`src/rtl/dco_bank_ctrl.sv`:
```
// rtl/dco_bank_ctrl.sv - DCO capacitor bank sequencer, code clamp and matrix encoder
module dco_bank_ctrl #(
    parameter int STARTUP_CYC = 64,
    parameter int HOLD_CYC    = 4,
    parameter int L_INIT      = 12,
    parameter int M_INIT      = 128,
    parameter int S_INIT      = 128
) (
    input  logic        clk,
    input  logic        rst,
    input  logic        en,
    input  logic [1:0]  osc_gain_cfg,
    input  logic        mode_adv,
    input  logic        tune_valid,
    input  logic [7:0]  tune_word,
    output logic        tune_ready,
    output logic [2:0]  state,
    output logic        pd,
    output logic [1:0]  osc_gain,
    output logic [4:0]  c_l_rall,
    output logic [4:0]  c_l_row,
    output logic [4:0]  c_l_col,
    output logic [15:0] c_m_rall,
    output logic [15:0] c_m_row,
    output logic [15:0] c_m_col,
    output logic [15:0] c_s_rall,
    output logic [15:0] c_s_row,
    output logic [15:0] c_s_col
);

    localparam int SW = (STARTUP_CYC > 1) ? $clog2(STARTUP_CYC) : 1;
    localparam int HW = (HOLD_CYC > 0) ? $clog2(HOLD_CYC + 1) : 1;
    localparam logic [SW-1:0] START_LAST = SW'(STARTUP_CYC - 1);
    localparam logic [HW-1:0] HOLD_LOAD  = HW'(HOLD_CYC);

    typedef enum logic [2:0] {
        ST_OFF   = 3'd0,
        ST_START = 3'd1,
        ST_PVT   = 3'd2,
        ST_ACQ   = 3'd3,
        ST_TRK   = 3'd4
    } state_t;

    // 5x5 thermometer matrix, packed as {rall, row, col}
    function automatic logic [14:0] enc_l(input logic [4:0] n);
        logic [14:0] m;
        int f;
        int p;
        f = int'(n) / 5;
        p = int'(n) % 5;
        m = '0;
        for (int i = 0; i < 5; i++) begin
            m[10 + i] = (i < f);
            m[5 + i]  = (i == f);
            m[i]      = (i < p);
        end
        return m;
    endfunction

    // 16x16 thermometer matrix, packed as {rall, row, col}
    function automatic logic [47:0] enc_ms(input logic [7:0] n);
        logic [47:0] m;
        int f;
        int p;
        f = int'(n[7:4]);
        p = int'(n[3:0]);
        m = '0;
        for (int i = 0; i < 16; i++) begin
            m[32 + i] = (i < f);
            m[16 + i] = (i == f);
            m[i]      = (i < p);
        end
        return m;
    endfunction

    state_t         st;
    state_t         st_nx;
    logic [SW-1:0]  start_cnt;
    logic [HW-1:0]  hold_cnt;
    logic [HW-1:0]  hold_nx;
    logic           xfer;
    logic [4:0]     code_l;
    logic [7:0]     code_m;
    logic [7:0]     code_s;
    logic [14:0]    l_mat;
    logic [47:0]    m_mat;
    logic [47:0]    s_mat;

    assign xfer  = tune_valid & tune_ready;
    assign state = st;

    // Next state and holdoff count; en low overrides every state
    always_comb begin
        st_nx   = st;
        hold_nx = '0;
        if (!en) begin
            st_nx = ST_OFF;
        end else begin
            case (st)
                ST_OFF:   st_nx = ST_START;
                ST_START: if (start_cnt == START_LAST) st_nx = ST_PVT;
                ST_PVT:   if (mode_adv) st_nx = ST_ACQ;
                ST_ACQ:   if (mode_adv) st_nx = ST_TRK;
                default:  st_nx = st;
            endcase
        end
        if (st_nx == ST_OFF) begin
            hold_nx = '0;
        end else if (xfer) begin
            hold_nx = HOLD_LOAD;
        end else if (hold_cnt != '0) begin
            hold_nx = hold_cnt - 1'b1;
        end
    end

    // Sequencer: state, power-down, gain, counters and registered ready
    always_ff @(posedge clk) begin
        if (rst) begin
            st         <= ST_OFF;
            pd         <= 1'b1;
            osc_gain   <= 2'd0;
            tune_ready <= 1'b0;
            start_cnt  <= '0;
            hold_cnt   <= '0;
        end else begin
            st         <= st_nx;
            pd         <= (st_nx == ST_OFF);
            tune_ready <= (st_nx == ST_PVT || st_nx == ST_ACQ || st_nx == ST_TRK) && (hold_nx == '0);
            hold_cnt   <= hold_nx;
            start_cnt  <= (st == ST_START && st_nx == ST_START) ? start_cnt + 1'b1 : '0;
            if (st == ST_OFF && st_nx == ST_START) begin
                osc_gain <= osc_gain_cfg;
            end
        end
    end

    // Bank code registers load from the bank owned by the current state; matrices follow one cycle later
    always_ff @(posedge clk) begin
        if (rst) begin
            code_l <= 5'(L_INIT);
            code_m <= 8'(M_INIT);
            code_s <= 8'(S_INIT);
            l_mat  <= enc_l(5'(L_INIT));
            m_mat  <= enc_ms(8'(M_INIT));
            s_mat  <= enc_ms(8'(S_INIT));
        end else begin
            if (xfer) begin
                case (st)
                    ST_PVT:  code_l <= (tune_word > 8'd25) ? 5'd25 : tune_word[4:0];
                    ST_ACQ:  code_m <= tune_word;
                    ST_TRK:  code_s <= tune_word;
                    default: ;
                endcase
            end
            l_mat <= enc_l(code_l);
            m_mat <= enc_ms(code_m);
            s_mat <= enc_ms(code_s);
        end
    end

    assign c_l_rall = l_mat[14:10];
    assign c_l_row  = l_mat[9:5];
    assign c_l_col  = l_mat[4:0];
    assign c_m_rall = m_mat[47:32];
    assign c_m_row  = m_mat[31:16];
    assign c_m_col  = m_mat[15:0];
    assign c_s_rall = s_mat[47:32];
    assign c_s_row  = s_mat[31:16];
    assign c_s_col  = s_mat[15:0];

endmodule
```
`config.mk`:
```
export PLATFORM = sky130hd
export DESIGN_NAME = dco_bank_ctrl
export DESIGN_NICKNAME = d
export VERILOG_FILES = /design/src/rtl/dco_bank_ctrl.sv
export SDC_FILE = /design/constraint.sdc
export NUM_CORES = 1
export LEC_CHECK = 0
export BUFFER_PORTS_ARGS = -buffer_cell sky130_fd_sc_hd__buf_2
export CAP_MARGIN = 20
export CORE_ASPECT_RATIO = 1.2
export CORE_UTILIZATION = 50
export DETAILED_ROUTE_END_ITERATION = 10
export GPL_ROUTABILITY_DRIVEN = 0
export PLACE_DENSITY_LB_ADDON = 0.08
export REMOVE_ABC_BUFFERS = 1
export SYNTH_ARGS = -nofsm -noshare
export SYNTH_HDL_FRONTEND = slang
export SYNTH_SLANG_ARGS = --single-unit
export TNS_END_PERCENT = 20
```
`constraint.sdc`:
```
create_clock -name clk -period 8.6 [get_ports clk]
set_input_delay 0.86 -clock clk [delete_from_list [all_inputs] [get_ports clk]]
set_output_delay 0.86 -clock clk [all_outputs]
set_load 0.03 [all_outputs]
```
==> impl_results.md <==
* Status: completed
* WS Path Type: register to register
* Max incr delay on CP at 0.44 ns
* Filler Cell Count at 885
* Worst-path maximum fanout at 12
* Overflow after GRT at 0
* Die area at 10700 um2
* Final HPWL DP at 7630 um
* Synthesized area at 5140 um2
* H-tree levels at 4
* Avg Cell Area, Syn at 9.41 um2
* Clock sinks at 144
* Ys Warns at 0
* Dpl cell area at 5800 um2
* Buffer depth of the longest clock path at 2
* Max Fclk at 264 MHz
* FFs w/ async S/R, synth at 0
* Slew @ Worst Pin at 0.916 ns
* Setup crit start kind: register
* Hold buffers post-CTS at 0
* Design area at 6350 um2
* Crit Reg-Reg Startpoint: code_l[3]$_SDFFE_PP1P_
* Synth Instances at 546
* Nets at 691
* Worst path slowest cell: dfxtp_1
* Hold Crit Class: register to register
* Worst path required time at 8.93 ns
* Max-slew violations at 0
* Cts repair resizes at 0
* First-pass iteration count of the detailed router at 4
* Placeable Area at 10000 um2
* CTS tree: yes
* N_diodes at 0
* I/O pin total at 133
* Synth Register Bits at 144
* Final Hold Viols at 0
* Ys flop type: dfxtp_1
* Area taken by flip-flops and latches at 2880 um2
* DR vias at 4154
* P_leak at 2.91 nW
* Avg WL per Cell at 13.5 um
* Crit-path cells: nor2_1 > inv_1 > ha_1 > nand2b_1 > o21ai_4 > and3_1 > a21oi_1 > ha_1 > nand2b_1 > o21ai_1 > and3_1 > mux2_4 > a41oi_2
* Total wire length at 10900 um
* Rel. slew slack at 0.387
* Vias in the first global route at 3881
* Clock Skews at 0.0122 ns
* Die W at 94.5 um
* GR Layer Usage met1 at 0.261
* Power Total at 1.37 mW
* Max-cap violations at 0
* Most frequent cells in the layout: dfxtp_1 (144), buf_2 (128), nor2_1 (98)
* R2r setup slk at 4.81 ns
* Clock transition at path regs at 0.06 ns
* Die height at 113 um
* Global Route Usage Sum at 0.214
* Initial antenna violation count at 0
* Crit. Startpoint: code_l[3]$_SDFFE_PP1P_
* GR Util met2 at 0.346
* Layout cells sized above 1 at 0.263
* Sum Neg Setup Slack at 0 ns
* Setup crit end kind: register
* HP Start: start_cnt[0]$_SDFF_PP0_
* CP arrival at 4.13 ns
* Most common cell after layout, fill and taps aside: dfxtp_1
* Largest net degree at the start of global routing at 45
* Max VDD drop at 0.119 mV
* Via/cell ratio at 5.15
* Power per cell area at 215 nW/um2
* # setup viols final at 0
* Row count at 40
* DRT iter0 DRCs at 194
* CTS buffer count at 17
* Post-route DRC violation count at 0
* Seq/Total Area, Yosys at 0.561
* Multi-input logic area at 1980 um2
* Port Buffers at 128
* Area delta synth->final at 23.6%
* Antenna Violating Nets Remaining at 0
* Finished Core Util at 0.635
* Setup Buffers After CTS at 0
* Starting Density at 0.513
* Post-synth EDFFs at 0
* Clk_lat worst skew at 0.42 ns
* Clk root buf: clkbuf_16
* RSZ-0062 raised after global routing: false
* Global-route wire length before repair at 17900 um
* Tcrit/Tclk final at 0.441
* Met3 usage at 0.0531
* GRT Max-Usage Layer: met2
* Min Clock Period, post-route at 3.79 ns
* Distinct cells, synth at 61
-- state kept, by name, summed over array words and instances, names as in the netlist --
| register | flops |
|---|---|
| state | 3 |
| hold_cnt | 3 |
| s_mat | 46 |
| code_l | 5 |
| start_cnt | 6 |
| tune_ready | 1 |
| osc_gain | 2 |
| m_mat | 46 |
| code_m | 8 |
| code_s | 8 |
| l_mat | 15 |
| pd | 1 |
-- where the power goes --
group	switching (mW)	internal [mW]
logic	0.0159	0.00557
registers	0.000949	0.668
clock network	0.299	0.378
-- final timing paths --
kind	cells past startpoint	endpoint
setup reg to reg	13	l_mat[1]$_SDFF_PP1_
setup / recovery	13	l_mat[1]$_SDFF_PP1_
hold / removal	1	start_cnt[0]$_SDFF_PP0_
hold reg to reg	1	start_cnt[0]$_SDFF_PP0_
-- through the flow --
step	hold WS [ns]	worst slack, ns	cells
2_1_floorplan	0.413	5.34	520
3_3_place_gp	0.422	5.04	775
3_5_place_dp	0.440	4.91	775
4_1_cts	0.449	4.87	807
5_1_grt	0.469	4.56	807
6_report	0.450	4.81	807
-- synthesized netlist by cell type (all sizes together), types with 3 or more instances --
library cell / instances / area, um2
nor3: 17 / 85.1
clkbuf: 17 / 63.8
and2: 3 / 18.8
ha: 8 / 100
dfxtp: 144 / 2880
a31o: 4 / 35.0
o221ai: 3 / 26.3
buf: 12 / 88.8
a31oi: 5 / 31.3
nor2: 98 / 368
xnor2: 3 / 26.3
a21oi: 24 / 120
a21boi: 3 / 22.5
nand3b: 4 / 30.0
nand2b: 9 / 56.3
and3: 11 / 68.8
o21ai: 22 / 121
o21a: 5 / 38.8
mux2i: 16 / 160
nand2: 43 / 161
a211oi: 5 / 55.1
a221oi: 3 / 26.3
a311oi: 3 / 32.5
nand3: 13 / 70.1
inv: 35 / 131
a41oi: 4 / 42.6
-- cell type report --
cell class                 instances  area share
sequential                       144       0.454
multi-input combinational        341       0.312
timing repair buffer             129       0.102
clock buffer                      18      0.0676
tap                              126      0.0248
inverter                          35      0.0207
clock inverter                    14      0.0189
-- kinds of logic (layout without fill, tap and decap cells) --
| group | count (synthesis) | in the layout | share of synthesized area |
|---|---|---|---|
| adders and majority gates | 9 | 9 | 0.0217 |
| buffers and inverters | 64 | 196 | 0.0553 |
| other | 1 | 4 | 0.000730 |
| xor gates and xnor gates | 5 | 5 | 0.00853 |
| AOI/OAI and AO/OA | 97 | 97 | 0.135 |
| muxes | 17 | 17 | 0.0341 |
| DFF | 144 | 144 | 0.561 |
| and+or+nand+nor | 209 | 209 | 0.183 |
-- worst max-delay path: cells and delay by family (launching register included) --
| kind | cells | cell delay, ns |
|---|---|---|
| fa+ha+maj | 2 | 0.75 |
| simple gates | 5 | 1.28 |
| buf+inv | 1 | 0.12 |
| compound gates | 4 | 0.79 |
| flops | 1 | 0.44 |
| mux | 1 | 0.33 |
-- metal layers --
layer / share of wire / up-vias
met2: 0.49 / 134
met3: 0.063 / 18
met5: 0 / -
met4: 0.018 / 0
met1: 0.43 / 1913
li1: - / 2089
Note: power is estimated with default switching activity, not from simulation.
